==> config.mk <==
export PLATFORM = sky130hd
export DESIGN_NAME = i2s_tx_serializer
export DESIGN_NICKNAME = d
export VERILOG_FILES = /design/src/rtl/eq_audio_pkg.sv /design/src/rtl/i2s_clk_gen.sv /design/src/rtl/i2s_tx_serializer.sv
export SDC_FILE = /design/constraint.sdc
export NUM_CORES = 1
export LEC_CHECK = 0
export CORE_UTILIZATION = 50
export DETAILED_ROUTE_END_ITERATION = 6
export DONT_BUFFER_PORTS = 1
export GPL_ROUTABILITY_DRIVEN = 0
export PLACE_DENSITY = 0.67
export SYNTH_ARGS = -nofsm -noshare
export SYNTH_HDL_FRONTEND = slang
export SYNTH_HIERARCHICAL = 1
export SYNTH_SLANG_ARGS = --single-unit
export TNS_END_PERCENT = 20
==> constraint.sdc <==
create_clock -name clk -period 3.6 [get_ports clk]
set_input_delay 0.54 -clock clk [delete_from_list [all_inputs] [get_ports clk]]
set_output_delay 0.54 -clock clk [all_outputs]
set_load 0.01 [all_outputs]
==> src/rtl/eq_audio_pkg.sv <==
// Shared audio parameters and sample types for the equalizer datapath and the codec link.
package eq_audio_pkg;
  localparam int DATA_W    = 16;
  localparam int SLOT_W    = 32;
  localparam int SCLK_DIV  = 32;
  localparam int DIV_W     = $clog2(SCLK_DIV);
  localparam int SLOT_BITS = $clog2(SLOT_W);
  localparam int CNT_W     = DIV_W + SLOT_BITS + 1;

  typedef logic signed [DATA_W-1:0] sample_t;
  typedef logic [SLOT_BITS-1:0]     per_t;

  typedef struct packed {
    sample_t l;
    sample_t r;
  } smpl_pair_t;
endpackage

==> src/rtl/i2s_clk_gen.sv <==
// Frame counter producing MCLK/SCLK/LRCLK straight from counter flops, plus strobes that
// flag the clock edge at which the next SCLK fall / LRCLK rise / frame wrap happens.
module i2s_clk_gen
  import eq_audio_pkg::*;
(
  input  logic clk,
  input  logic rst,
  output logic mclk,
  output logic sclk,
  output logic lrclk,
  output logic sclk_fall,
  output logic lr_rise,
  output logic frm_wrap,
  output per_t per_nxt,
  output logic lr_nxt
);
  logic [CNT_W-1:0] cnt_q, cnt_d;

  always_comb cnt_d = cnt_q + CNT_W'(1);

  always_ff @(posedge clk or posedge rst) begin
    if (rst) cnt_q <= '0;
    else     cnt_q <= cnt_d;
  end

  assign mclk  = cnt_q[1];
  assign sclk  = cnt_q[DIV_W-1];
  assign lrclk = cnt_q[CNT_W-1];

  // Strobes are high in the cycle whose closing edge produces the event.
  assign sclk_fall = &cnt_q[DIV_W-1:0];
  assign frm_wrap  = &cnt_q;
  assign lr_rise   = (&cnt_q[CNT_W-2:0]) & ~cnt_q[CNT_W-1];
  assign per_nxt   = cnt_d[CNT_W-2:DIV_W];
  assign lr_nxt    = cnt_d[CNT_W-1];
endmodule

==> src/rtl/i2s_tx_serializer.sv <==
// I2S transmitter toward the CS4272: holding/active sample pair, per-channel shift registers,
// and the SDin mux with one-bit I2S delay; data changes only on SCLK falling edges.
module i2s_tx_serializer
  import eq_audio_pkg::*;
(
  input  logic    clk,
  input  logic    rst,
  input  sample_t lft_in,
  input  sample_t rht_in,
  input  logic    smpl_vld,
  output logic    frm_strt,
  output logic    undrn,
  output logic    MCLK,
  output logic    SCLK,
  output logic    LRCLK,
  output logic    SDin
);
  localparam per_t LAST_BIT = per_t'(DATA_W);

  logic sclk_fall, lr_rise, frm_wrap, lr_nxt;
  per_t per_nxt;

  i2s_clk_gen u_clk_gen (
    .clk       (clk),
    .rst       (rst),
    .mclk      (MCLK),
    .sclk      (SCLK),
    .lrclk     (LRCLK),
    .sclk_fall (sclk_fall),
    .lr_rise   (lr_rise),
    .frm_wrap  (frm_wrap),
    .per_nxt   (per_nxt),
    .lr_nxt    (lr_nxt)
  );

  smpl_pair_t hold_q, hold_d, act_q, act_d;
  sample_t    shl_q, shl_d, shr_q, shr_d;
  logic       vld_seen_q, vld_seen_d;
  logic       sdin_q, sdin_d;
  logic       frm_strt_q, frm_strt_d;
  logic       undrn_q, undrn_d;

  always_comb begin
    hold_d     = hold_q;
    act_d      = act_q;
    shl_d      = shl_q;
    shr_d      = shr_q;
    vld_seen_d = vld_seen_q;
    sdin_d     = sdin_q;
    frm_strt_d = 1'b0;
    undrn_d    = 1'b0;

    if (smpl_vld) hold_d = '{l: lft_in, r: rht_in};

    // Boundary copies the pre-update holding pair; a coincident strobe belongs to the next frame.
    if (frm_wrap) begin
      act_d      = hold_q;
      frm_strt_d = 1'b1;
      undrn_d    = ~vld_seen_q;
      vld_seen_d = 1'b0;
    end
    if (smpl_vld) vld_seen_d = 1'b1;

    if (sclk_fall) begin
      if (per_nxt == '0) begin
        sdin_d = 1'b0;
        if (frm_wrap) shl_d = hold_q.l;
        if (lr_rise)  shr_d = act_q.r;
      end else if (per_nxt <= LAST_BIT) begin
        if (lr_nxt) {sdin_d, shr_d} = {shr_q, 1'b0};
        else        {sdin_d, shl_d} = {shl_q, 1'b0};
      end else begin
        sdin_d = 1'b0;
      end
    end
  end

  always_ff @(posedge clk or posedge rst) begin
    if (rst) begin
      hold_q     <= '0;
      act_q      <= '0;
      shl_q      <= '0;
      shr_q      <= '0;
      vld_seen_q <= 1'b0;
      sdin_q     <= 1'b0;
      frm_strt_q <= 1'b0;
      undrn_q    <= 1'b0;
    end else begin
      hold_q     <= hold_d;
      act_q      <= act_d;
      shl_q      <= shl_d;
      shr_q      <= shr_d;
      vld_seen_q <= vld_seen_d;
      sdin_q     <= sdin_d;
      frm_strt_q <= frm_strt_d;
      undrn_q    <= undrn_d;
    end
  end

  assign SDin     = sdin_q;
  assign frm_strt = frm_strt_q;
  assign undrn    = undrn_q;
endmodule

==> run metrics <==
# port buffers 0; dpl cells approximately 370; synthesized area per cell about 15 µm²; core area between 0.007 and 0.008 mm²; CTS tree yes; IO Pins 41; area growth from synthesis to layout 7.14%; cell count after synthesis between 200 and 300; EDFF count, synth 0; Synth cell types 37; DR vias ~2100; post-synthesis compound-gate area fraction 0.0114; Worst Path Arrival 3.07 ns; Max VDD drop 0.266 mV; H-tree depth 3; adder-cell share of the synthesized area 0.00600; Synth top cells by count 99 x mux2_2, 95 x dfrtp_1, 10 x mux2_4; Peak Freq 0.353 GHz; setup bufs post-CTS 0; die area 0.00872 mm²; min Tclk post-route approximately 2.8 ns; RSZ-0062 raised after global routing no; fin crit share 0.787; Post-synth top flop dfrtp_1; Final ANT Viol Nets 0; largest family of logic cells by synthesized area multiplexers; status finished, final reports clean; average wire per standard cell roughly 16 µm; Worst-Skew Late Latency between 0.3 and 0.4 ns; largest net degree at the start of global routing 40; worst setup path class flop to flop; flops & latches, synth 95; CP startpoint kind flop; clock transition at the registers of the reported paths approximately 0.090 ns; CTS buffer count 9; hold_buf cts 0; final setup vio count 0; dominant cells by area after synthesis dfrtp_1 57%, mux2_2 27%, mux2_4 3.6%; hpwl dp around 4.2 mm; NumNets Final between 300 and 400; Placed Instance Area about 0.0042 mm²; Max Cap Viol 0; vias in the first global route approximately 2200; reg-to-reg slack, setup 0.77 ns; ys async rst share 1.00; crit end category flop; grt total ovfl 0; xor-xnor portion of the synthesized cell area 0.0168; drt pass-1 iters 4; Post-Synth Simple-Gate Area 0.0579; Root Buffer clkbuf_8; Post-Syn Nets 317; Max Root-Sink Buffers 2; Mapped Area 0.00417 mm²; Synth area leader dfrtp_1; Final TNS setup 0 ns; Hold Path Class input port to asynchronous set/reset pin; warnings from Yosys 6; total wire length ~6.3 mm; fraction of layout cells with a size suffix above 1 0.509; Req. time, crit path about 3.8 ns; power per cell area 435 mW/mm²; Hold Violations, Final 0; post-route insts no fill 385; n_diodes 0; Static Leak 0.00212 µW; first-pass GRT wire length between 10 and 15 mm; Core Rows 32; top-count cell post-synth mux2_2; fin area 0.00447 mm²; die span in y 93.4 µm; Worst-Margin Slew roughly 0.67 ns; GRT Total Usage 0.163; CP max FO 13; max-slew violation count 0; clock sink total between 90 and 100; Initial Utilization 0.529; Die X roughly 93 µm; Vias/cell ~5.5; Max transition margin 0.555; Initial DRC Count between 90 and 100; multiplexer share of the synthesized area 0.306; DRC errors left 0; Clock Skew about 0.0094 ns; top cell type's share of synthesized area 0.570; sequential share of the synthesized area 0.570; initial antenna violation count 0; CTS resizes 0
-- per-stage QoR --
stage / total power [µW] / worst slack, ns / hold slack [ns] / utilization
2_1_floorplan: 1190 / 0.781 / 0.392 / -
3_3_place_gp: 1200 / 0.812 / 0.409 / 0.539
3_5_place_dp: 1210 / 0.745 / 0.418 / 0.539
4_1_cts: 1980 / 0.737 / 0.0569 / 0.567
5_1_grt: 2020 / 0.654 / 0.0832 / 0.567
6_report: 1950 / 0.766 / 0.0680 / 0.567
-- final timing paths --
kind | cells past startpoint | start | end
hold reg to reg | 1 | vld_seen_q$_DFFE_PP0P_ | undrn$_DFF_PP0_
min in group clk | 1 | smpl_vld | vld_seen_q$_DFFE_PP0P_
setup / recovery | 9 | u_clk_gen/cnt_q[1]$_DFF_PP0_ | shl_q[1]$_DFFE_PP0P_
hold / removal | 1 | rst | u_clk_gen/cnt_q[4]$_DFF_PP0_
max in group asynchronous | 2 | rst | act_q[15]$_DFFE_PP0P_
setup reg to reg | 9 | u_clk_gen/cnt_q[1]$_DFF_PP0_ | shl_q[1]$_DFFE_PP0P_
-- sequential cells by signal, summed over array words and instances (netlist names), 11 cells and up --
name and cells:
hold_q 32, act_q 16, shl_q 16, shr_q 16, u_clk_gen/cnt_q 11
-- placed cells by master (no fill, tap or decap), types with 2 or more instances in the layout --
cell,count
dfrtp_1,95
mux2_4,10
mux2_2,99
nand4_1,3
nor2_1,3
ha_1,2
clkinv_2,2
nor3_2,3
nor3_1,2
xnor2_1,2
nand3_1,2
clkbuf_8,10
nand2_1,4
xor2_1,6
inv_1,6
bufinv_16,2
o21ai_0,2
nand4b_1,2
buf_4,6
nand3_2,2
-- where the power goes --
part           internal [µW]  leakage, µW  switching [µW]
Combinational           34.0     0.000772            28.3
Clock                    411     0.000110             354
Sequential              1100      0.00124            17.4
Total                   1550      0.00212             400
-- metal layers --
metal / wire length (µm) / part of all wire / track usage / vias to the layer above
li1: - / - / - / 983
met1: 2790 / 0.44 / 0.204 / 1077
met2: 3090 / 0.49 / 0.259 / 37
met3: 329 / 0.052 / 0.0528 / 7
met4: 96 / 0.015 / 0.0718 / 0
met5: 0 / 0 / 0 / -
-- cell type report --
class,count,area (µm²)
clock buffer,11,141
inverter,7,27.5
fill,654,3420
multi-input combinational,159,1670
sequential,95,2380
tap,102,128
timing repair buffer,6,45.0
clock inverter,5,81.3
-- critical path, cell delays in order (launching register included) --
cell     delay (ns)
dfrtp_1        0.45
ha_1           0.27
nand2_2        0.14
nor2_1         0.07
xnor2_1        0.16
or4_1          0.66
nor2_2         0.15
buf_4          0.22
mux2_2         0.35
mux2_4         0.27
-- kinds of logic (layout without fill, tap and decap cells) --
group           after synthesis  count (layout)
mux                         110             110
flops                        95              95
simple gates                 33              33
buf+inv                      26              29
xor+xnor                      8               8
compound gates                6               6
fa+ha+maj                     2               2
Note: power is estimated with default switching activity, not from simulation.
